[config.mk]
export PLATFORM = sky130hd
export DESIGN_NAME = sound_priority_arbiter
export DESIGN_NICKNAME = d
export VERILOG_FILES = /design/src/rtl/sound_priority_arbiter.sv
export SDC_FILE = /design/constraint.sdc
export NUM_CORES = 1
export LEC_CHECK = 0
export CORE_UTILIZATION = 60
export DETAILED_ROUTE_END_ITERATION = 10
export PLACE_DENSITY = 0.83
export SLEW_MARGIN = 40
export SYNTH_ARGS = -nofsm -noshare
export SYNTH_HDL_FRONTEND = slang
export SYNTH_SLANG_ARGS = --single-unit
[constraint.sdc]
create_clock -name clk -period 3.86 [get_ports clk]
set_input_delay 0.579 -clock clk [delete_from_list [all_inputs] [get_ports clk]]
set_output_delay 0.579 -clock clk [all_outputs]
set_load 0.02 [all_outputs]
[src/rtl/sound_priority_arbiter.sv]
// rtl/sound_priority_arbiter.sv - shares the tone generator between the music stream and three one-shot sound effects
module sound_priority_arbiter #(
  parameter int         STEP_CYCLES = 3125000,
  parameter int         GAP_CYCLES  = 1562500,
  parameter int         CW          = 22,
  parameter logic [4:0] REST_NOTE   = 5'd25
) (
  input  logic       clk,
  input  logic       reset,
  input  logic [4:0] music_note,
  input  logic [2:0] sfx_req,
  input  logic       mute,
  output logic [4:0] note_out,
  output logic       sfx_active,
  output logic [1:0] sfx_id,
  output logic       sfx_done
);

  typedef enum logic [1:0] {IDLE, PLAY, GAP} state_t;

  localparam logic [CW-1:0] STEP_LAST = CW'(STEP_CYCLES - 1);
  localparam logic [CW-1:0] GAP_LAST  = CW'(GAP_CYCLES - 1);
  localparam logic [CW-1:0] CNT_ONE   = CW'(1);

  state_t        state;
  logic [2:0]    pending;
  logic [1:0]    step;
  logic [CW-1:0] counter;

  logic [2:0]    req_all;
  logic          step_tc;
  logic          gap_tc;
  logic          last_tc;
  logic          do_start;
  logic [1:0]    start_id;

  function automatic logic [1:0] top_id(input logic [2:0] r);
    if (r[2])      return 2'd2;
    else if (r[1]) return 2'd1;
    else           return 2'd0;
  endfunction

  function automatic logic [4:0] seq_note(input logic [1:0] id, input logic [1:0] s);
    logic [4:0] n;
    n = REST_NOTE;
    case ({id, s})
      4'b00_00: n = 5'd12;
      4'b00_01: n = 5'd16;
      4'b00_10: n = 5'd19;
      4'b00_11: n = 5'd24;
      4'b01_00: n = 5'd9;
      4'b01_01: n = 5'd7;
      4'b01_10: n = 5'd5;
      4'b01_11: n = 5'd4;
      4'b10_00: n = 5'd12;
      4'b10_01: n = 5'd7;
      4'b10_10: n = 5'd4;
      4'b10_11: n = 5'd0;
      default:  n = REST_NOTE;
    endcase
    return n;
  endfunction

  function automatic logic [4:0] mute_gate(input logic m, input logic [4:0] n);
    return m ? REST_NOTE : n;
  endfunction

  assign req_all = pending | sfx_req;
  assign step_tc = (counter == STEP_LAST);
  assign gap_tc  = (counter == GAP_LAST);
  assign last_tc = (state == PLAY) && (step == 2'd3) && step_tc;

  // Completion of step 3 wins over a same-cycle request so the finished effect still reports done.
  always_comb begin
    do_start = 1'b0;
    start_id = top_id(req_all);
    case (state)
      IDLE, GAP: do_start = |req_all;
      PLAY: begin
        if (last_tc) begin
          do_start = |req_all;
        end else if (|sfx_req && (top_id(sfx_req) >= sfx_id)) begin
          do_start = 1'b1;
          start_id = top_id(sfx_req);
        end
      end
      default: do_start = 1'b0;
    endcase
  end

  always_ff @(posedge clk) begin
    if (reset) begin
      state      <= IDLE;
      note_out   <= REST_NOTE;
      pending    <= 3'b000;
      sfx_active <= 1'b0;
      sfx_id     <= 2'd0;
      sfx_done   <= 1'b0;
      step       <= 2'd0;
      counter    <= '0;
    end else begin
      sfx_done <= last_tc;
      if (do_start) begin
        state      <= PLAY;
        step       <= 2'd0;
        counter    <= '0;
        sfx_id     <= start_id;
        sfx_active <= 1'b1;
        pending    <= req_all & ~(3'b001 << start_id);
        note_out   <= mute_gate(mute, seq_note(start_id, 2'd0));
      end else begin
        pending <= req_all;
        case (state)
          IDLE: note_out <= mute_gate(mute, music_note);
          PLAY: begin
            if (last_tc) begin
              state      <= GAP;
              counter    <= '0;
              step       <= 2'd0;
              sfx_active <= 1'b0;
              note_out   <= mute_gate(mute, REST_NOTE);
            end else if (step_tc) begin
              counter  <= '0;
              step     <= step + 2'd1;
              note_out <= mute_gate(mute, seq_note(sfx_id, step + 2'd1));
            end else begin
              counter  <= counter + CNT_ONE;
              note_out <= mute_gate(mute, seq_note(sfx_id, step));
            end
          end
          GAP: begin
            // The edge that leaves the gap already loads music, so the rest lasts exactly GAP_CYCLES.
            if (gap_tc) begin
              state    <= IDLE;
              counter  <= '0;
              note_out <= mute_gate(mute, music_note);
            end else begin
              counter  <= counter + CNT_ONE;
              note_out <= mute_gate(mute, REST_NOTE);
            end
          end
          default: begin
            state    <= IDLE;
            note_out <= REST_NOTE;
          end
        endcase
      end
    end
  end

endmodule

==> impl_metrics.csv, run 1 <==
group,metric,value,unit
placement,placed_standard_cell_area,0.00268,mm²
critical_path,worst-r2r-setup-slack,0.99,ns
die,overall_die_height,66.7,µm
sta,timing.final.setup_violations,0,
critical_path,worst_reg_to_reg_path_cell_count,7,
clock_tree,htree_levels,2,
yosys,synth_edf_count,0,
power_and_ir_drop,total_power,0.00107,W
sta,tightest_slew,0.608,ns
sta,setup_repair_after_global_routing_missed_its_margin,"false",
yosys,postSynthRegisterBits,38,
drt,wire_per_inst,15.2,µm
critical_path,crit_type,"reg -> reg",
global_routing,gr_usage_total,0.257,
drt,num_vias,2068,
sta,number_of_failing_hold_endpoints_at_the_final_stage,0,
final_layout,fin_area,0.00277,mm²
yosys,netlist-cell-type-count,66,
die,fp.dieArea,0.00445,mm²
drt,routed-wl-met3,253,µm
clock_tree,clockBufferDepth,2,
worst_hold_path,type_of_the_worst_min_delay_path,"reg -> reg",
final_layout,nets,319,
global_routing,grt_first_pass_wirelength,8.60,mm
critical_path,worst_r2r_startpoint,"sfx_id[1]",
final_layout,multiInputGateArea,0.00162,mm²
run_status,outcome,"finished, final reports clean",
die,die-width,66.7,µm
yosys,syn_inst,278,
drt,initialDrtViolationCount,218,
global_routing,grt_start_max_net_pins,23,
yosys,synth_async_sr_flop_share,0,
clock_tree,clock_latency,0.30,ns
yosys,avgSynthCellArea,9.03,µm²
drt,drt-met1-wl,2.29,mm
critical_path,worst_setup_path_start_kind,"register",
sta,fin_skew,0.0109,ns
worst_hold_path,hold_path_end,"sfx_active",
yosys,synth_sequential_area_ratio,0.303,
clock_tree,post_cts.resized_instances,0,
sta,fmaxAchievable,349,MHz
drt,top_signal_layer_used,"met4",
clock_tree,tritoncts,"yes",
yosys,synthDominantCellAreaShare,0.303,
final_layout,final.fill_count,340,
drt,met2_wirelength,2.60,mm
placement,dp_hpwl,3.79,mm
yosys,dominantRegCellSynth,"dfxtp_1",
clock_tree,cts_hold_repair.buffers,0,
global_routing,grt_pass1_vias,1932,
clock_tree,cts-root-buf,"clkbuf_8",
yosys,synth_nets,304,
critical_path,cp-end-kind,"register",
drt,final_antenna_net_count,0,
die,rows,23,
critical_path,r2r_end,"counter[15]",
drt,dr.pass1.iters,4,
yosys,synth.area.top_cells,"dfxtp_1, ha_1, xor2_1",
final_layout,antennaDiodeCount,0,
sta,timing.setup.tns,0,ns
placement,portBuffers,19,
clock_tree,postCtsSetupRepairBufs,0,
die,initial_util,0.627,
drt,wl,5.22,mm
final_layout,ff_latch_area,761,µm²
yosys,synth_top_cell_by_area,"dfxtp_1",
critical_path,critPathRequiredTime,4.02,ns
critical_path,worstPathArrival,3.03,ns
worst_hold_path,whs_path_depth,2,
die,io_pins,20,
yosys,netlist_area_pre_place,0.00251,mm²
global_routing,grt_antenna_before_repair,0,
drt,drc_markers,0,
job,maxCapViolCount,0,
clock_tree,path_clk_slew,0.08,ns
clock_tree,cts_sink_count,38,
yosys,yosysWarningCount,0,
critical_path,path_max_fanout,22,
final_layout,areaGrowthSynthToFinish,10.3,%
sta,timing.max_slew.rel_slack,0.594,
clock_tree,cts_inserted_buffers,5,
sta,final_min_period_over_clock_period,0.743,
sta,post-route-min-period,2.87,ns
sta,report.final.slew_viol_count,0,
power_and_ir_drop,power_leakage,0.954,nW
drt,vias_per_inst,6.01,
global_routing,grt-ovfl-total,0,
final_layout,final_core_util,0.692,
worst_hold_path,worst_hold_startpoint,"sfx_active",
power_and_ir_drop,ir_drop,0.261,mV
placement,routabilityCongestion,0.873,
final_layout,drive_gt1_frac,0.136,
die,placeableCoreArea,0.00400,mm²
power_and_ir_drop,power_density,387,mW/mm²
==> routing by layer <==
| metal | up-vias | track usage |
|---|---|---|
| met2 | 59 | 0.452 |
| met1 | 961 | 0.304 |
| li1 | 1041 | - |
| met4 | 0 | 0.0878 |
| met5 | - | 0 |
| met3 | 7 | 0.0565 |
==> sequential cells by signal, indices dropped and copies added, names as in the netlist <==
register,cells
sfx_active,1
state,2
pending,3
sfx_done,1
step,2
sfx_id,2
note_out,5
counter,22
==> how the worst max path moves through the flow <==
stage / from / end / cells past startpoint
global route: sfx_id[1] / counter[15] / 7
global placement: sfx_req[1] / counter[15] / 9
finish: sfx_id[1] / counter[15] / 7
CTS: sfx_id[1] / counter[15] / 7
floorplan: sfx_id[1] / counter[21] / 9
detailed placement: sfx_req[2] / counter[15] / 10
==> per-stage QoR <==
stage          worst slack [ns]  hold slack, ns  cells
2_1_floorplan              1.36           0.486    278
3_3_place_gp              0.866           0.462    336
3_5_place_dp              0.772           0.465    336
4_1_cts                   0.990           0.476    344
5_1_grt                   0.790           0.518    344
6_report                  0.991           0.473    344
==> kinds of logic (layout without fill, tap and decap cells) <==
family | after synthesis | after routing | synth area share
fa+ha+maj | 15 | 15 | 0.0748
mux | 5 | 5 | 0.0199
xor+xnor | 22 | 22 | 0.0768
flops | 38 | 38 | 0.303
buf+inv | 24 | 40 | 0.0533
simple gates | 108 | 108 | 0.264
compound gates | 66 | 66 | 0.208
==> area by class of cell <==
cell class,instances,area share
Clock buffer,7,0.0312
Clock inverter,1,0.00181
Inverter,13,0.0176
Multi-Input combinational cell,216,0.583
Sequential cell,38,0.275
Tap cell,50,0.0226
Timing Repair Buffer,19,0.0687
==> synth_stat cells, types with 5 or more instances <==
cell type / instances
dfxtp_1: 38
inv_1: 12
nor2_2: 11
ha_1: 15
o21ai_0: 10
xor2_1: 13
a211oi_1: 6
nand2_1: 18
nor2_1: 18
nand4_1: 5
a21oi_1: 11
nand3_1: 10
and4_1: 6
and3_1: 8
mux2i_1: 5
nor2_4: 10
xnor2_1: 9
==> worst max-delay path, cell delays in order, from the launching register on <==
cell      delay, ns
dfxtp_1        0.62
clkinv_1       0.36
ha_1           0.37
a21boi_0       0.24
o32ai_1        0.18
o31ai_4        0.40
a211o_4        0.46
nor2_1         0.10
==> where the power goes <==
group | total, W | internal [W] | leakage (nW) | switching [W]
sequential | 0.000447 | 0.000418 | 0.309 | 0.0000294
combinational | 0.000338 | 0.000138 | 0.597 | 0.000200
clock | 0.000286 | 0.000144 | 0.0482 | 0.000142
total | 0.00107 | 0.000700 | 0.954 | 0.000372
==> cell usage in the layout, fill, tap and decap left out, drive strengths merged, types with 2 or more instances in the layout <==
cell type,synthesis,routed
a2111oi,3,3
a211o,2,2
a211oi,6,6
a21boi,2,2
a21oi,12,12
a221oi,2,2
a31o,2,2
a31oi,2,2
and2,2,2
and3,8,8
and4,6,6
clkbuf,4,7
clkdlybuf4s50,0,19
clkinv,1,2
dfxtp,38,38
ha,15,15
inv,12,12
mux2i,5,5
nand2,18,18
nand2b,2,2
nand3,10,10
nand4,5,5
nand4bb,2,2
nor2,39,39
nor2b,2,2
nor3,4,4
nor4b,2,2
o2111ai,3,3
o211ai,3,3
o21ai,11,11
o31ai,5,5
o32a,2,2
or2,2,2
or3,2,2
xnor2,9,9
xor2,13,13
Note: power is estimated with default switching activity, not from simulation.
==> inputs of run 2 (changes only) <==
--- a/config.mk
+++ b/config.mk
@@ -5,9 +5,9 @@
 export SDC_FILE = /design/constraint.sdc
 export NUM_CORES = 1
 export LEC_CHECK = 0
-export CORE_UTILIZATION = 60
+export CORE_UTILIZATION = 58
 export DETAILED_ROUTE_END_ITERATION = 10
-export PLACE_DENSITY = 0.83
+export PLACE_DENSITY = 0.8
 export SLEW_MARGIN = 40
 export SYNTH_ARGS = -nofsm -noshare
 export SYNTH_HDL_FRONTEND = slang
==> constraint.sdc (replaced) <==
create_clock -name clk -period 2.9 [get_ports clk]
set_input_delay 0.435 -clock clk [delete_from_list [all_inputs] [get_ports clk]]
set_output_delay 0.435 -clock clk [all_outputs]
set_load 0.02 [all_outputs]
==> run 2 against run 1 <==
Clock power rose by 63%; worst hold slack improved by 0.019 ns; maximum frequency rose by 15%; sequential power rose by 31%; largest cell class unchanged.
==> impl_metrics.csv, run 2 (synthesis gave the netlist of run 1 again) <==
group,metric,value,unit
final_layout,antennaDiodeCount,0,
global_routing,grt_pass1_vias,1916,
sta,timing.final.setup_violations,0,
placement,portBuffers,19,
global_routing,gr-usage-met1,0.381,
drt,vias_per_inst,6.04,
critical_path,critPathRequiredTime,3.08,ns
drt,initialDrtViolationCount,184,
drt,num_vias,2133,
clock_tree,post_cts.resized_instances,0,
sta,post-route-min-period,2.49,ns
power_and_ir_drop,switchingPower,0.000503,W
clock_tree,clock_latency,0.29,ns
die,io_pins,20,
final_layout,fin_area,0.00287,mm²
drt,wl,5.41,mm
final_layout,max_flop_register,"counter",
final_layout,areaGrowthSynthToFinish,14.2,%
power_and_ir_drop,power_leakage,1.01,nW
worst_hold_path,type_of_the_worst_min_delay_path,"reg -> reg",
global_routing,grt-ovfl-total,0,
sta,tightest_slew,0.562,ns
placement,dp_hpwl,3.92,mm
die,initial_util,0.614,
die,overall_die_height,67.8,µm
final_layout,layout_top_registers,"counter x22, note_out x5, pending x3",
die,placeableCoreArea,0.00409,mm²
final_layout,drive_gt1_frac,0.165,
critical_path,crit_type,"reg -> reg",
sta,hold_slack,0.492,ns
clock_tree,cts_hold_repair.buffers,0,
clock_tree,cts-root-buf,"clkbuf_8",
global_routing,grt_start_max_net_pins,15,
sta,setup_repair_after_global_routing_missed_its_margin,"false",
power_and_ir_drop,clock_power_share,0.301,
placement,routabilityCongestion,0.897,
power_and_ir_drop,ir_drop,0.392,mV
power_and_ir_drop,power_density,540,mW/mm²
clock_tree,cts_sink_count,38,
job,maxCapViolCount,0,
power_and_ir_drop,combinational_share_of_power,0.320,
die,die-width,67.8,µm
global_routing,grt_first_pass_wirelength,9.13,mm
final_layout,nets,329,
run_status,outcome,"finished, final reports clean",
sta,timing.max_slew.rel_slack,0.624,
global_routing,grt_antenna_before_repair,0,
global_routing,gr-usage-met3,0.0625,
sta,number_of_failing_hold_endpoints_at_the_final_stage,0,
placement,placed_standard_cell_area,0.00275,mm²
global_routing,top_usage_layer,"met2",
final_layout,final.fill_count,325,
drt,drc_markers,0,
final_layout,most_common_cell_after_layout_fill_and_taps_aside,"dfxtp_1",
sta,fin_skew,0.0115,ns
power_and_ir_drop,seq_power_share,0.380,
die,rows,23,
final_layout,ff_latch_area,761,µm²
sta,final_min_period_over_clock_period,0.860,
clock_tree,cts_inserted_buffers,5,
drt,wire_per_inst,15.3,µm
power_and_ir_drop,intPower,0.00104,W
global_routing,grt_util_met2,0.389,
final_layout,largest_reg_flops,22,
sta,fmaxAchievable,401,MHz
final_layout,multiInputGateArea,0.00162,mm²
clock_tree,tritoncts,"yes",
critical_path,worstPathArrival,2.67,ns
global_routing,gr_usage_total,0.268,
critical_path,master_of_the_slowest_instance_on_the_critical_path,"dfxtp_1",
power_and_ir_drop,power_switching_share,0.325,
clock_tree,clockBufferDepth,2,
drt,final_antenna_net_count,0,
clock_tree,path_clk_slew,0.07,ns
final_layout,most-common-layout-cells,"dfxtp_1, clkdlybuf4s50_1, nand2_1, nor2_1, ha_1",
die,fp.dieArea,0.00459,mm²
critical_path,path_max_fanout,13,
clock_tree,postCtsSetupRepairBufs,0,
clock_tree,htree_levels,2,
critical_path,path_cells,"clkinv_1 -> ha_1 -> a21boi_0 -> o32ai_1 -> o31ai_4 -> a211o_4 -> buf_4 -> nor2_4",
sta,report.final.slew_viol_count,0,
critical_path,cp-end-kind,"register",
drt,dr.pass1.iters,4,
critical_path,cpPeakStageDelay,0.60,ns
sta,timing.setup.tns,0,ns
critical_path,worst_setup_path_start_kind,"register",
[run 2: final timing paths]
| check | start | endpoint | slack [ns] | cells past startpoint |
|---|---|---|---|---|
| setup / recovery | sfx_id[1] | counter[6] | 0.41 | 8 |
| hold / removal | sfx_active | sfx_active | 0.49 | 2 |
| setup reg to reg | sfx_id[1] | counter[6] | 0.41 | 8 |
| hold reg to reg | sfx_active | sfx_active | 0.49 | 2 |
[run 2: power groups by stage]
stage,sequential (W),combinational [W],clock [W]
3_3_place_gp,0.000596,0.000480,0
5_1_grt,0.000592,0.000540,0.000500
2_1_floorplan,0.000613,0.000340,0
3_5_place_dp,0.000598,0.000486,0
6_report,0.000587,0.000495,0.000465
4_1_cts,0.000586,0.000491,0.000474
[run 2: stage by stage]
stage               std cells   util  total power, W  worst slack [ns]
global placement          346  0.674         0.00108             0.270
global route              353  0.701         0.00163             0.149
floorplan                 278      -        0.000952             0.400
detailed placement        346  0.674         0.00108             0.186
CTS                       353  0.701         0.00155             0.412
finish                    353  0.701         0.00155             0.406
[run 2: layout make-up]
type,count,share of cell area
clock buffers,6,0.0288
flip-flops and latches,38,0.266
multi-input cells,216,0.564
well taps,50,0.0218
inverters,13,0.0170
clock inverters,1,0.0105
repair buffers,29,0.0926
[run 2: critical path: cells and delay by family, from the launching register on]
family / cells / cell delay, ns
compound gates: 4 / 1.00
fa+ha+maj: 1 / 0.31
buf+inv: 2 / 0.41
flops: 1 / 0.60
simple gates: 1 / 0.05
[run 2: per-layer routing]
layer / wire, µm / vias up
met5: 0 / -
li1: - / 1066
met4: 91 / 0
met3: 297 / 9
met1: 2670 / 991
met2: 2350 / 67
==> inputs of run 3 (changes only) <==
--- a/config.mk
+++ b/config.mk
@@ -5,6 +5,7 @@
 export SDC_FILE = /design/constraint.sdc
 export NUM_CORES = 1
 export LEC_CHECK = 0
+export CORE_MARGIN = 2
 export CORE_UTILIZATION = 58
 export DETAILED_ROUTE_END_ITERATION = 10
 export PLACE_DENSITY = 0.8
==> run 3 against run 2 <==
Sequential power fell by 2%; critical path depth did not move; clock power down 26%; clock-buffer cell count shrank 1; non-clock buffer count stayed put; first-iteration DRC count rose by 16%; largest cell class unchanged.
==> impl_metrics.csv, run 3 (synthesis gave the netlist of run 1 again) <==
group,metric,value,unit
run_status,outcome,"finished, final reports clean",
final_layout,fin_cells,353,
critical_path,critPathRequiredTime,3.11,ns
power_and_ir_drop,ir_drop,0.362,mV
sta,timing.setup.tns,0,ns
placement,placed_standard_cell_area,0.00278,mm²
sta,fin_skew,0.0134,ns
sta,final_min_period_over_clock_period,0.876,
clock_tree,clock_latency,0.29,ns
clock_tree,postCtsSetupRepairBufs,0,
placement,post-place-cells,346,
final_layout,nets,329,
sta,timing.final.setup_violations,0,
drt,drc_markers,0,
die,overall_die_height,69.8,µm
clock_tree,clockBufferDepth,2,
drt,dr.pass1.iters,5,
placement,dp_hpwl,3.91,mm
drt,wl,5.32,mm
placement,preCtsSetupSlack,0.148,ns
critical_path,path_max_fanout,9,
placement,portBuffers,19,
clock_tree,tritoncts,"yes",
final_layout,layout_top_registers,"counter x22, note_out x5, pending x3",
sta,number_of_failing_hold_endpoints_at_the_final_stage,0,
worst_hold_path,worst_hold_startpoint,"sfx_active",
critical_path,worst-r2r-setup-slack,0.36,ns
clock_tree,htree_levels,2,
clock_tree,cts-root-buf,"clkbuf_8",
final_layout,areaGrowthSynthToFinish,13.8,%
die,placeableCoreArea,0.00409,mm²
die,initial_util,0.614,
sta,hold_slack,0.478,ns
critical_path,worstPathArrival,2.75,ns
die,rows,23,
sta,tightest_slew,0.559,ns
clock_tree,cts_hold_repair.buffers,0,
clock_tree,cts_inserted_buffers,5,
drt,vias_per_inst,6.13,
global_routing,gr_usage_total,0.228,
worst_hold_path,type_of_the_worst_min_delay_path,"reg -> reg",
final_layout,fin_area,0.00286,mm²
die,die-width,69.8,µm
critical_path,worst_r2r_startpoint,"state[1]",
drt,initialDrtViolationCount,213,
sta,report.final.slew_viol_count,0,
final_layout,most_common_cell_after_layout_fill_and_taps_aside,"dfxtp_1",
die,io_pins,20,
power_and_ir_drop,power_leakage,1.01,nW
final_layout,antennaDiodeCount,0,
critical_path,crit_type,"reg -> reg",
final_layout,drive_gt1_frac,0.165,
sta,timing.max_slew.rel_slack,0.627,
drt,final_antenna_net_count,0,
critical_path,worst_setup_path_start_kind,"register",
sta,post-route-min-period,2.54,ns
power_and_ir_drop,power_density,509,mW/mm²
clock_tree,path_clk_slew,0.08,ns
clock_tree,cts_sink_count,38,
final_layout,largest_reg_flops,22,
drt,num_vias,2163,
sta,setup_repair_after_global_routing_missed_its_margin,"false",
final_layout,max_flop_register,"counter",
clock_tree,post_cts.resized_instances,0,
global_routing,grt_antenna_before_repair,0,
final_layout,most-common-layout-cells,"dfxtp_1, clkdlybuf4s50_1, nand2_1, nor2_1, ha_1",
global_routing,grt_start_max_net_pins,15,
critical_path,crit_path_start,"state[1]",
global_routing,grt_first_pass_wirelength,9.11,mm
job,maxCapViolCount,0,
die,fp.dieArea,0.00487,mm²
global_routing,grt_pass1_vias,1984,
placement,routabilityCongestion,0.948,
final_layout,final.fill_count,334,
drt,wire_per_inst,15.1,µm
critical_path,cp-end-kind,"register",
sta,fmaxAchievable,394,MHz
sta,layout_setup_ws,0.359,ns
global_routing,grt-ovfl-total,0,
-- run 3: changes by cell type in the layout (fill, tap and decap cells not counted) --
cell	previous run	this run
buf_12	0	2
buf_4	10	8
clkinv_2	0	2
bufinv_16	1	0
clkbuf_8	6	5
-- run 3: power by group --
part	switching (W)	total [W]	internal, W
logic	0.000304	0.000536	0.000232
clock network	0.000181	0.000343	0.000161
registers	0.0000184	0.000575	0.000556
-- run 3: area by class of cell --
class                      count  area (µm²)  area share
clock buffer                   5        68.8      0.0241
clock inverter                 2        10.0     0.00350
inverter                      13        48.8      0.0171
multi-input combinational    216        1620       0.565
sequential                    38         761       0.266
tap                           50        62.6      0.0219
timing repair buffer          29         290       0.102
-- run 3: layer usage --
| metal | global-route usage | vias up | part of all wire |
|---|---|---|---|
| li1 | - | 1062 | - |
| met1 | 0.332 | 1008 | 0.48 |
| met2 | 0.340 | 80 | 0.44 |
| met3 | 0.0451 | 13 | 0.062 |
| met4 | 0.0726 | 0 | 0.016 |
| met5 | 0 | - | 0 |
-- run 3: worst paths after layout --
| check | endpoint | cells after the start |
|---|---|---|
| worst max register to register | sfx_active | 8 |
| worst min register to register | sfx_active | 2 |
| worst min-delay path | sfx_active | 2 |
| worst max-delay path | sfx_active | 8 |
-- run 3: metrics by stage --
step	total power (W)	utilization
after global placement	0.00111	0.680
after detailed placement	0.00111	0.680
after floorplan	0.000952	-
after CTS	0.00145	0.699
after global routing	0.00153	0.699
final	0.00145	0.699
-- run 3: worst max-delay path, cell delays in order, from the launching register on --
cell,delay (ns)
dfxtp_1,0.36
inv_1,0.09
ha_1,0.36
inv_1,0.12
o41ai_2,0.49
o211ai_1,0.22
a21boi_1,0.26
or3_1,0.40
a21oi_1,0.15
